<file path="config.mk">
export PLATFORM = sky130hd
export DESIGN_NAME = trap_seq
export DESIGN_NICKNAME = d
export VERILOG_FILES = /design/src/rtl/trap_seq.sv
export SDC_FILE = /design/constraint.sdc
export NUM_CORES = 1
export LEC_CHECK = 0
export ABC_AREA = 1
export ABC_CLOCK_PERIOD_IN_PS = 1200
export CAP_MARGIN = 10
export CORE_MARGIN = 5
export CORE_UTILIZATION = 43
export CTS_CLUSTER_SIZE = 25
export DETAILED_ROUTE_END_ITERATION = 12
export GPL_ROUTABILITY_DRIVEN = 0
export PLACE_DENSITY = 0.88
export SYNTH_ARGS = -nofsm -noshare
export SYNTH_HDL_FRONTEND = slang
export SYNTH_SLANG_ARGS = --single-unit
</file>
<file path="constraint.sdc">
create_clock -name i_clk -period 1.2 [get_ports i_clk]
set_input_delay 0.18 -clock i_clk [delete_from_list [all_inputs] [get_ports i_clk]]
set_output_delay 0.18 -clock i_clk [all_outputs]
set_load 0.02 [all_outputs]
</file>
<file path="src/rtl/trap_seq.sv">
// Trap sequencer for the M-mode CSR trap path.
// Accepts ecall / mret / timer-irq requests, waits for the instruction to commit,
// serialises mepc/mcause/mstatus writes over the single CSR port, then redirects the IFU.
module trap_seq #(
  parameter int                   CPU_WIDTH   = 32,
  parameter logic [CPU_WIDTH-1:0] CAUSE_ECALL = 32'd11,
  parameter logic [CPU_WIDTH-1:0] CAUSE_TIMER = 32'h80000007
) (
  input  logic                 i_clk,
  input  logic                 i_rst,
  input  logic                 i_req_valid,
  output logic                 o_req_ready,
  input  logic                 i_ecall,
  input  logic                 i_mret,
  input  logic                 i_irq,
  input  logic [CPU_WIDTH-1:0] i_pc,
  input  logic [CPU_WIDTH-1:0] i_mtvec,
  input  logic [CPU_WIDTH-1:0] i_mepc,
  input  logic [CPU_WIDTH-1:0] i_mstatus,
  input  logic                 i_commit_valid,
  output logic                 o_csr_wen,
  output logic [11:0]          o_csr_waddr,
  output logic [CPU_WIDTH-1:0] o_csr_wdata,
  output logic                 o_redirect_valid,
  output logic [CPU_WIDTH-1:0] o_redirect_pc,
  input  logic                 i_redirect_ready,
  output logic                 o_busy
);

  typedef enum logic [2:0] {
    ST_IDLE        = 3'd0,
    ST_WAIT_COMMIT = 3'd1,
    ST_WR_MEPC     = 3'd2,
    ST_WR_MCAUSE   = 3'd3,
    ST_WR_MSTATUS  = 3'd4,
    ST_REDIRECT    = 3'd5
  } state_t;

  typedef enum logic [1:0] {
    K_NONE  = 2'd0,
    K_ECALL = 2'd1,
    K_TIMER = 2'd2,
    K_MRET  = 2'd3
  } kind_t;

  localparam logic [11:0] ADDR_MEPC    = 12'h341;
  localparam logic [11:0] ADDR_MCAUSE  = 12'h342;
  localparam logic [11:0] ADDR_MSTATUS = 12'h300;

  // Trap entry: MPIE <= MIE, MIE <= 0, MPP <= M-mode; other bits untouched.
  function automatic logic [CPU_WIDTH-1:0] trap_mstatus(input logic [CPU_WIDTH-1:0] ms);
    logic [CPU_WIDTH-1:0] r;
    r        = ms;
    r[7]     = ms[3];
    r[3]     = 1'b0;
    r[12:11] = 2'b11;
    return r;
  endfunction

  // Trap return: MIE <= MPIE, MPIE <= 1, MPP <= M-mode; other bits untouched.
  function automatic logic [CPU_WIDTH-1:0] mret_mstatus(input logic [CPU_WIDTH-1:0] ms);
    logic [CPU_WIDTH-1:0] r;
    r        = ms;
    r[3]     = ms[7];
    r[7]     = 1'b1;
    r[12:11] = 2'b11;
    return r;
  endfunction

  state_t               state_r, state_nxt_s;
  kind_t                kind_r, req_kind_s;
  logic [CPU_WIDTH-1:0] pc_r, mtvec_r, mepc_r, mstatus_r;
  logic                 accept_s;

  logic                 csr_wen_nxt_s, redirect_valid_nxt_s;
  logic [11:0]          csr_waddr_nxt_s;
  logic [CPU_WIDTH-1:0] csr_wdata_nxt_s, redirect_pc_nxt_s;
  logic [CPU_WIDTH-1:0] mcause_s, mstatus_wr_s, redirect_target_s;

  assign accept_s = i_req_valid && (state_r == ST_IDLE);

  // Classify the presented request: ecall beats an enabled irq, which beats mret.
  always_comb begin
    req_kind_s = K_NONE;
    if (i_ecall) begin
      req_kind_s = K_ECALL;
    end else if (i_irq && i_mstatus[3]) begin
      req_kind_s = K_TIMER;
    end else if (i_mret) begin
      req_kind_s = K_MRET;
    end else begin
      req_kind_s = K_NONE;
    end
  end

  // Write data and redirect target derive only from values captured at accept.
  always_comb begin
    mcause_s          = (kind_r == K_TIMER) ? CAUSE_TIMER : CAUSE_ECALL;
    mstatus_wr_s      = (kind_r == K_MRET) ? mret_mstatus(mstatus_r) : trap_mstatus(mstatus_r);
    redirect_target_s = (kind_r == K_MRET) ? mepc_r : {mtvec_r[CPU_WIDTH-1:2], 2'b00};
  end

  // Next-state logic for the trap sequence.
  always_comb begin
    state_nxt_s = state_r;
    case (state_r)
      ST_IDLE: begin
        if (accept_s && (req_kind_s != K_NONE)) begin
          state_nxt_s = ST_WAIT_COMMIT;
        end else begin
          state_nxt_s = ST_IDLE;
        end
      end
      ST_WAIT_COMMIT: begin
        if (i_commit_valid) begin
          state_nxt_s = (kind_r == K_MRET) ? ST_WR_MSTATUS : ST_WR_MEPC;
        end else begin
          state_nxt_s = ST_WAIT_COMMIT;
        end
      end
      ST_WR_MEPC:    state_nxt_s = ST_WR_MCAUSE;
      ST_WR_MCAUSE:  state_nxt_s = ST_WR_MSTATUS;
      ST_WR_MSTATUS: state_nxt_s = ST_REDIRECT;
      ST_REDIRECT: begin
        if (i_redirect_ready) begin
          state_nxt_s = ST_IDLE;
        end else begin
          state_nxt_s = ST_REDIRECT;
        end
      end
      default: state_nxt_s = ST_IDLE;
    endcase
  end

  // Output values for the upcoming state, so every output is a plain register.
  always_comb begin
    csr_wen_nxt_s        = 1'b0;
    csr_waddr_nxt_s      = 12'h000;
    csr_wdata_nxt_s      = '0;
    redirect_valid_nxt_s = 1'b0;
    redirect_pc_nxt_s    = '0;
    case (state_nxt_s)
      ST_WR_MEPC: begin
        csr_wen_nxt_s   = 1'b1;
        csr_waddr_nxt_s = ADDR_MEPC;
        csr_wdata_nxt_s = pc_r;
      end
      ST_WR_MCAUSE: begin
        csr_wen_nxt_s   = 1'b1;
        csr_waddr_nxt_s = ADDR_MCAUSE;
        csr_wdata_nxt_s = mcause_s;
      end
      ST_WR_MSTATUS: begin
        csr_wen_nxt_s   = 1'b1;
        csr_waddr_nxt_s = ADDR_MSTATUS;
        csr_wdata_nxt_s = mstatus_wr_s;
      end
      ST_REDIRECT: begin
        redirect_valid_nxt_s = 1'b1;
        redirect_pc_nxt_s    = redirect_target_s;
      end
      default: begin
        csr_wen_nxt_s        = 1'b0;
        redirect_valid_nxt_s = 1'b0;
      end
    endcase
  end

  // State and registered outputs; reset aborts any sequence in flight.
  always_ff @(posedge i_clk) begin
    if (i_rst) begin
      state_r          <= ST_IDLE;
      o_req_ready      <= 1'b1;
      o_busy           <= 1'b0;
      o_csr_wen        <= 1'b0;
      o_csr_waddr      <= 12'h000;
      o_csr_wdata      <= '0;
      o_redirect_valid <= 1'b0;
      o_redirect_pc    <= '0;
    end else begin
      state_r          <= state_nxt_s;
      o_req_ready      <= (state_nxt_s == ST_IDLE);
      o_busy           <= (state_nxt_s != ST_IDLE);
      o_csr_wen        <= csr_wen_nxt_s;
      o_csr_waddr      <= csr_waddr_nxt_s;
      o_csr_wdata      <= csr_wdata_nxt_s;
      o_redirect_valid <= redirect_valid_nxt_s;
      o_redirect_pc    <= redirect_pc_nxt_s;
    end
  end

  // Capture the request context at accept so later input changes cannot leak in.
  always_ff @(posedge i_clk) begin
    if (i_rst) begin
      kind_r    <= K_NONE;
      pc_r      <= '0;
      mtvec_r   <= '0;
      mepc_r    <= '0;
      mstatus_r <= '0;
    end else if (accept_s && (req_kind_s != K_NONE)) begin
      kind_r    <= req_kind_s;
      pc_r      <= i_pc;
      mtvec_r   <= i_mtvec;
      mepc_r    <= i_mepc;
      mstatus_r <= i_mstatus;
    end else begin
      kind_r    <= kind_r;
      pc_r      <= pc_r;
      mtvec_r   <= mtvec_r;
      mepc_r    <= mepc_r;
      mstatus_r <= mstatus_r;
    end
  end

endmodule
</file>
Yosys cells after proc, flatten, opt, wreduce, memory -nomap -nowiden --
Index checks and enable logic that the tools add are counted.
Word-level totals: input bits 136, word-level logic and storage cells 52, output and inout port bits 80, register bits after elaboration 213
Cells by class: bitwise gates (word level) 2, equal/unequal tests 11, reduce and logical (&&, ||, !) cells 10, multiplexer cells 15
Operators by type and width (count):
- case mux 32 bit (3 select lines) | 1
- two-way mux 32 bit | 2
- case mux 10 bit (3 select lines) | 1
- case mux 3 bit (6 select lines) | 1
- equality test 3 x 2 -> 1 bit, second input constant | 4
- equality test 3 bit, second input constant | 4
- two-way mux 3 bit | 3
- two-way mux 8 bit | 1
- zero test 3 bit | 2
- two-way mux 2 bit | 3
- OR reduction 3 bit | 2
- equality test 2 bit, second input constant | 2
- equality test 3 x 1 -> 1 bit, second input constant | 1
- logical AND 1 bit | 3
- two-way mux 1 bit | 3
- nonzero test 3 bit | 1
- inverter 1 bit | 2
- nonzero test 2 bit | 1
- OR reduction 2 bit | 1

Longest topological paths before layout --
Gate-level depths: netlist of run 1.
depth in word-level cells 10, gate-level depth with buffers 9, mapped depth without buffers 9

Least setup slack after synthesis of run 1 --
OpenSTA, ideal clock, no wires.
kind flip-flop to flip-flop, start point register state_r[1], end point register mstatus_r[23], library setup time 0.132 ns, slack 0.020 ns, buffers on the path 2, arrival time 1.048 ns, stages on the path, launching flop included 9, cells stage by stage dfxtp_1 -> inv_2 -> nand2_2 -> nor2_8 -> nand2_4 -> buf_6 -> buf_4 -> nand2_1 -> a21oi_1
Between the ends: word-level cells in the longest chain between the ends 3
Ends and longest elaborated chain:
- start, declared | RTL line 70 | state_t state_r, state_nxt_s;
- start signal, assigned | RTL line 181 | state_r <= state_nxt_s;
- zero test 3 bit | RTL line 80 | assign accept_s = i_req_valid && (state_r == ST_IDLE);
- logical AND 1 bit | RTL line 80
- logical AND 1 bit | RTL line 200 | end else if (accept_s && (req_kind_s != K_NONE)) begin
- end signal, assigned | RTL line 205 | mstatus_r <= i_mstatus;
- end signal, assigned | RTL line 211 | mstatus_r <= mstatus_r;
- end, declared | RTL line 72 | logic [CPU_WIDTH-1:0] pc_r, mtvec_r, mepc_r, mstatus_r;
No other way between the ends. A chain may end at the register's enable or synchronous reset.

Worst setup path after layout of run 1 --
start point register state_r[2], end point register o_redirect_pc[26]
Between the ends: word-level cells in the longest chain between the ends 8, elaborated cells on any way between the ends 13
Ends and longest elaborated chain:
- zero test 3 bit | RTL line 80, 106
- logical AND 1 bit | RTL line 80
- logical AND 1 bit | RTL line 108 | if (accept_s && (req_kind_s != K_NONE)) begin
- two-way mux 1 bit | RTL line 108
- case mux 3 bit (6 select lines) * | RTL line 106 | case (state_r)
- equality test 3 bit * | RTL line 142 | case (state_nxt_s)
- inverter 1 bit (no line) *
- OR reduction 2 bit (no line) *
- end signal, assigned | RTL line 188 | o_redirect_pc <= redirect_pc_nxt_s;
- end, declared | RTL line 25 | output logic [CPU_WIDTH-1:0] o_redirect_pc,
Every way passes the cells marked *; elsewhere a longest branch is shown, timed or not.

==> results.sh, run 1 <==
export IMPL_tightestPinTransition_ns=0.593
export IMPL_io_pins=216
export IMPL_clk_pin_slew_ns=0.07
export IMPL_crit_type="flip-flop to flip-flop"
export IMPL_antenna_found_initial=2
export IMPL_arrival_ns=1.84
export IMPL_vias=8108
export IMPL_fin_worst_skew_ns=0.0121
export IMPL_grt_pass1_wl_mm=38.9
export IMPL_reg2reg_slack_ns=-0.29
export IMPL_wl_per_cell_um=22.4
export IMPL_cp_top_family="buffers and inverters"
export IMPL_cap_violations=0
export IMPL_clockRootBuffer="clkbuf_16"
export IMPL_setup_tns_ns=-32.95
export IMPL_antenna_left=0
export IMPL_holdCritStartpoint="i_rst"
export IMPL_clock_latency_ns=0.44
export IMPL_synthToLayoutAreaGrowth_pct=63.1
export IMPL_grt_pass1_vias=7386
export IMPL_grt_max_degree=77
export IMPL_crit_top_cell="buf_4"
export IMPL_hold_end="pc_r[29]"
export IMPL_viasPerCell=5.83
export IMPL_layout_commonest_cell="dfxtp_1"
export IMPL_synth_distinct_cells=24
export IMPL_ys_seq_elements=200
export IMPL_hold_depth=4
export IMPL_place_inst=1309
export IMPL_max_freq_ghz=0.671
export IMPL_finalNonFillerCells=1390
export IMPL_rsz0062_at_grt="yes"
export IMPL_layout_common_cells="195 x dfxtp_1, 182 x nand2_1, 130 x clkdlybuf4s50_1, 127 x a21oi_1, 107 x nand3_1"
export IMPL_ir_drop_v=0.00123
export IMPL_critPathMaxStageDelay_ns=0.43
export IMPL_fin_crit_sh_pct=124
export IMPL_crit_buf_inv=3
export IMPL_cts_buffers=17
export IMPL_yosysSeqAreaShare_pct=54.4
export IMPL_synth_warnings=0
export IMPL_drv_slew=0
export IMPL_die_area_mm2=0.0198
export IMPL_syn_inst=916
export IMPL_cts_tree="built"
export IMPL_critical_path_cell_chain="buf_4 > nand4_1 > buf_4 > clkbuf_16 > a21oi_1"
export IMPL_seq_area_mm2=0.00402
export IMPL_cts_path_max_buffers=2
export IMPL_end_kind="flip-flop"
export IMPL_wl_mm=31.1
export IMPL_worst_setup_path_start_kind="flip-flop"
export IMPL_h_tree_depth=4
export IMPL_holdWs_ns=0.153
export IMPL_grtUsageTotal_pct=24.6
export IMPL_rows=47
export IMPL_start_util_pct=44.0
export IMPL_setup_ws_ns=-0.290
export IMPL_coreArea_mm2=0.0167
export IMPL_leakagePower_nw=4.74
export IMPL_final_nets=1291
export IMPL_cp_max_fo=8
export IMPL_r2r_start="state_r[2]"
export IMPL_drtIter0Drc=817
export IMPL_finalSetupViolations=197
export IMPL_worst_path_stages=5
export IMPL_reg2reg_depth=5
export IMPL_drc_errors=0
export IMPL_hpwl_mm=14.3
export IMPL_io_buffers=204
export IMPL_hold_viol=0
export IMPL_violations="setup timing"
export IMPL_power_density_mw_per_mm2=1390
export IMPL_overflow=0
export IMPL_crit_slowest_cell="dfxtp_4"
export IMPL_drive_gt1_share_pct=33.0
export IMPL_multiInputGateArea_mm2=0.00372
export IMPL_regToRegEndpoint="o_redirect_pc[26]"
export IMPL_min_path_type="primary input to flip-flop"
export IMPL_fill_cells=1092
export IMPL_firstDrtPassIters=8
export IMPL_crit_start="state_r[2]"
export IMPL_die_h_um=141
export IMPL_synth_area_mm2=0.00735
export IMPL_status="finished with violations"
export IMPL_cp_required_ns=1.55
export IMPL_slew_headroom_pct=60.5
export IMPL_period_needed_ns=1.49
export IMPL_avgSynthCellArea_um2=8.03
export IMPL_cts_sinks=200
export IMPL_die_w_um=141
==> registers in the layout, summed over array words and instances, names as in the netlist <==
register / count
mtvec_r: 30
o_req_ready: 1
mepc_r: 32
o_busy: 1
o_redirect_valid: 1
mstatus_r: 30
pc_r: 32
state_r: 3
o_csr_waddr: 4
o_redirect_pc: 32
kind_r: 2
o_csr_wdata: 32
==> per-stage QoR <==
| step | instance area [um2] | util [%] | setup slack (ns) | total power, W |
|---|---|---|---|---|
| 2_1_floorplan | 7380 | - | 0.0200 | 0.00861 |
| 3_3_place_gp | 9760 | 58.4 | -0.501 | 0.00950 |
| 3_5_place_dp | 9760 | 58.4 | -0.493 | 0.00957 |
| 4_1_cts | 11000 | 65.6 | -0.152 | 0.0157 |
| 5_1_grt | 12000 | 71.8 | -0.361 | 0.0171 |
| 6_report | 12000 | 71.8 | -0.290 | 0.0166 |
==> final cells by class <==
| type | instances | area share [%] |
|---|---|---|
| diodes | 2 | 0.0417 |
| clock buffers | 17 | 3.55 |
| clock inverters | 15 | 1.14 |
| inverters | 26 | 0.939 |
| multi-input cells | 615 | 31.0 |
| flip-flops and latches | 200 | 33.5 |
| well taps | 220 | 2.29 |
| repair buffers | 295 | 27.5 |
==> tightest hold or removal path: cells and delay by family <==
family                 cells  cell delay (ns)
AOI/OAI and AO/OA          2             0.13
buffers and inverters      2             0.23
==> worst max path at each step <==
| stage | endpoint | slack (ns) |
|---|---|---|
| finish | o_redirect_pc[26] | -0.29 |
| global route | o_csr_wdata[3] | -0.36 |
| CTS | mepc_r[0] | -0.15 |
| detailed placement | pc_r[16] | -0.49 |
| global placement | pc_r[29] | -0.50 |
| floorplan | mstatus_r[23] | 0.02 |
==> layer usage <==
| layer | wire length, um | global-route usage [%] | vias to the layer above |
|---|---|---|---|
| li1 | - | - | 3522 |
| met1 | 10600 | 28.8 | 3823 |
| met2 | 15000 | 42.4 | 598 |
| met3 | 3350 | 5.62 | 165 |
| met4 | 2170 | 12.4 | 0 |
| met5 | 0 | 0 | - |
==> power breakdown <==
part / switching [W] / leakage, nW / internal (W)
clock network: 0.00281 / 0.279 / 0.00275
registers: 0.000283 / 1.63 / 0.00702
logic: 0.00196 / 2.83 / 0.00181
total: 0.00506 / 4.74 / 0.0116
==> cell families (layout without fill, tap and decap cells) <==
logic type | Yosys count | after routing | share of synthesized area, %
AO/OA/AOI/OAI | 194 | 194 | 13.2
other | 1 | 9 | 0.0510
AND/OR/NAND/NOR | 411 | 414 | 24.3
buffers and inverters | 110 | 353 | 7.98
flip-flops | 200 | 200 | 54.4
==> timing repair <==
action | in CTS | in global routing
pin swaps | 7 | 75
buffers inserted | 4 | 11
hold buffers | 0 | 0
endpoints found under the setup margin | 265 | 218
cloned | 14 | 19
resized for setup | 387 | 165
==> cell usage after synthesis <==
library cell	n	area, um2
buf_1	3	11.3
nor2_8	1	20.0
buf_4	27	203
nand3_2	1	10.0
nand2_2	4	25.0
inv_1	22	82.6
clkbuf_1	21	78.8
o21ai_1	1	5.00
o21ai_0	10	50.1
dfxtp_1	200	4000
nand4_1	2	12.5
o211ai_1	1	7.51
nand2_1	234	878
buf_2	29	145
buf_8	1	15.0
buf_6	3	33.8
nand3_1	156	781
inv_4	1	6.26
inv_2	3	11.3
conb_1	1	3.75
nor2_1	9	33.8
nor3_1	3	15.0
nand2_4	1	11.3
a21oi_1	182	911
Note: power is estimated with default switching activity, not from simulation.
==> run 2: changes to the inputs <==
- CTS_CLUSTER_SIZE: 25 -> 10
==> results of run 2 <==
The final DEF is identical to that of run 1; final timing and power are the same.
==> run 3: changes to the inputs <==
- SLEW_MARGIN: default -> 20
==> results of run 3 <==
The final DEF is identical to that of run 1; final timing and power are the same.
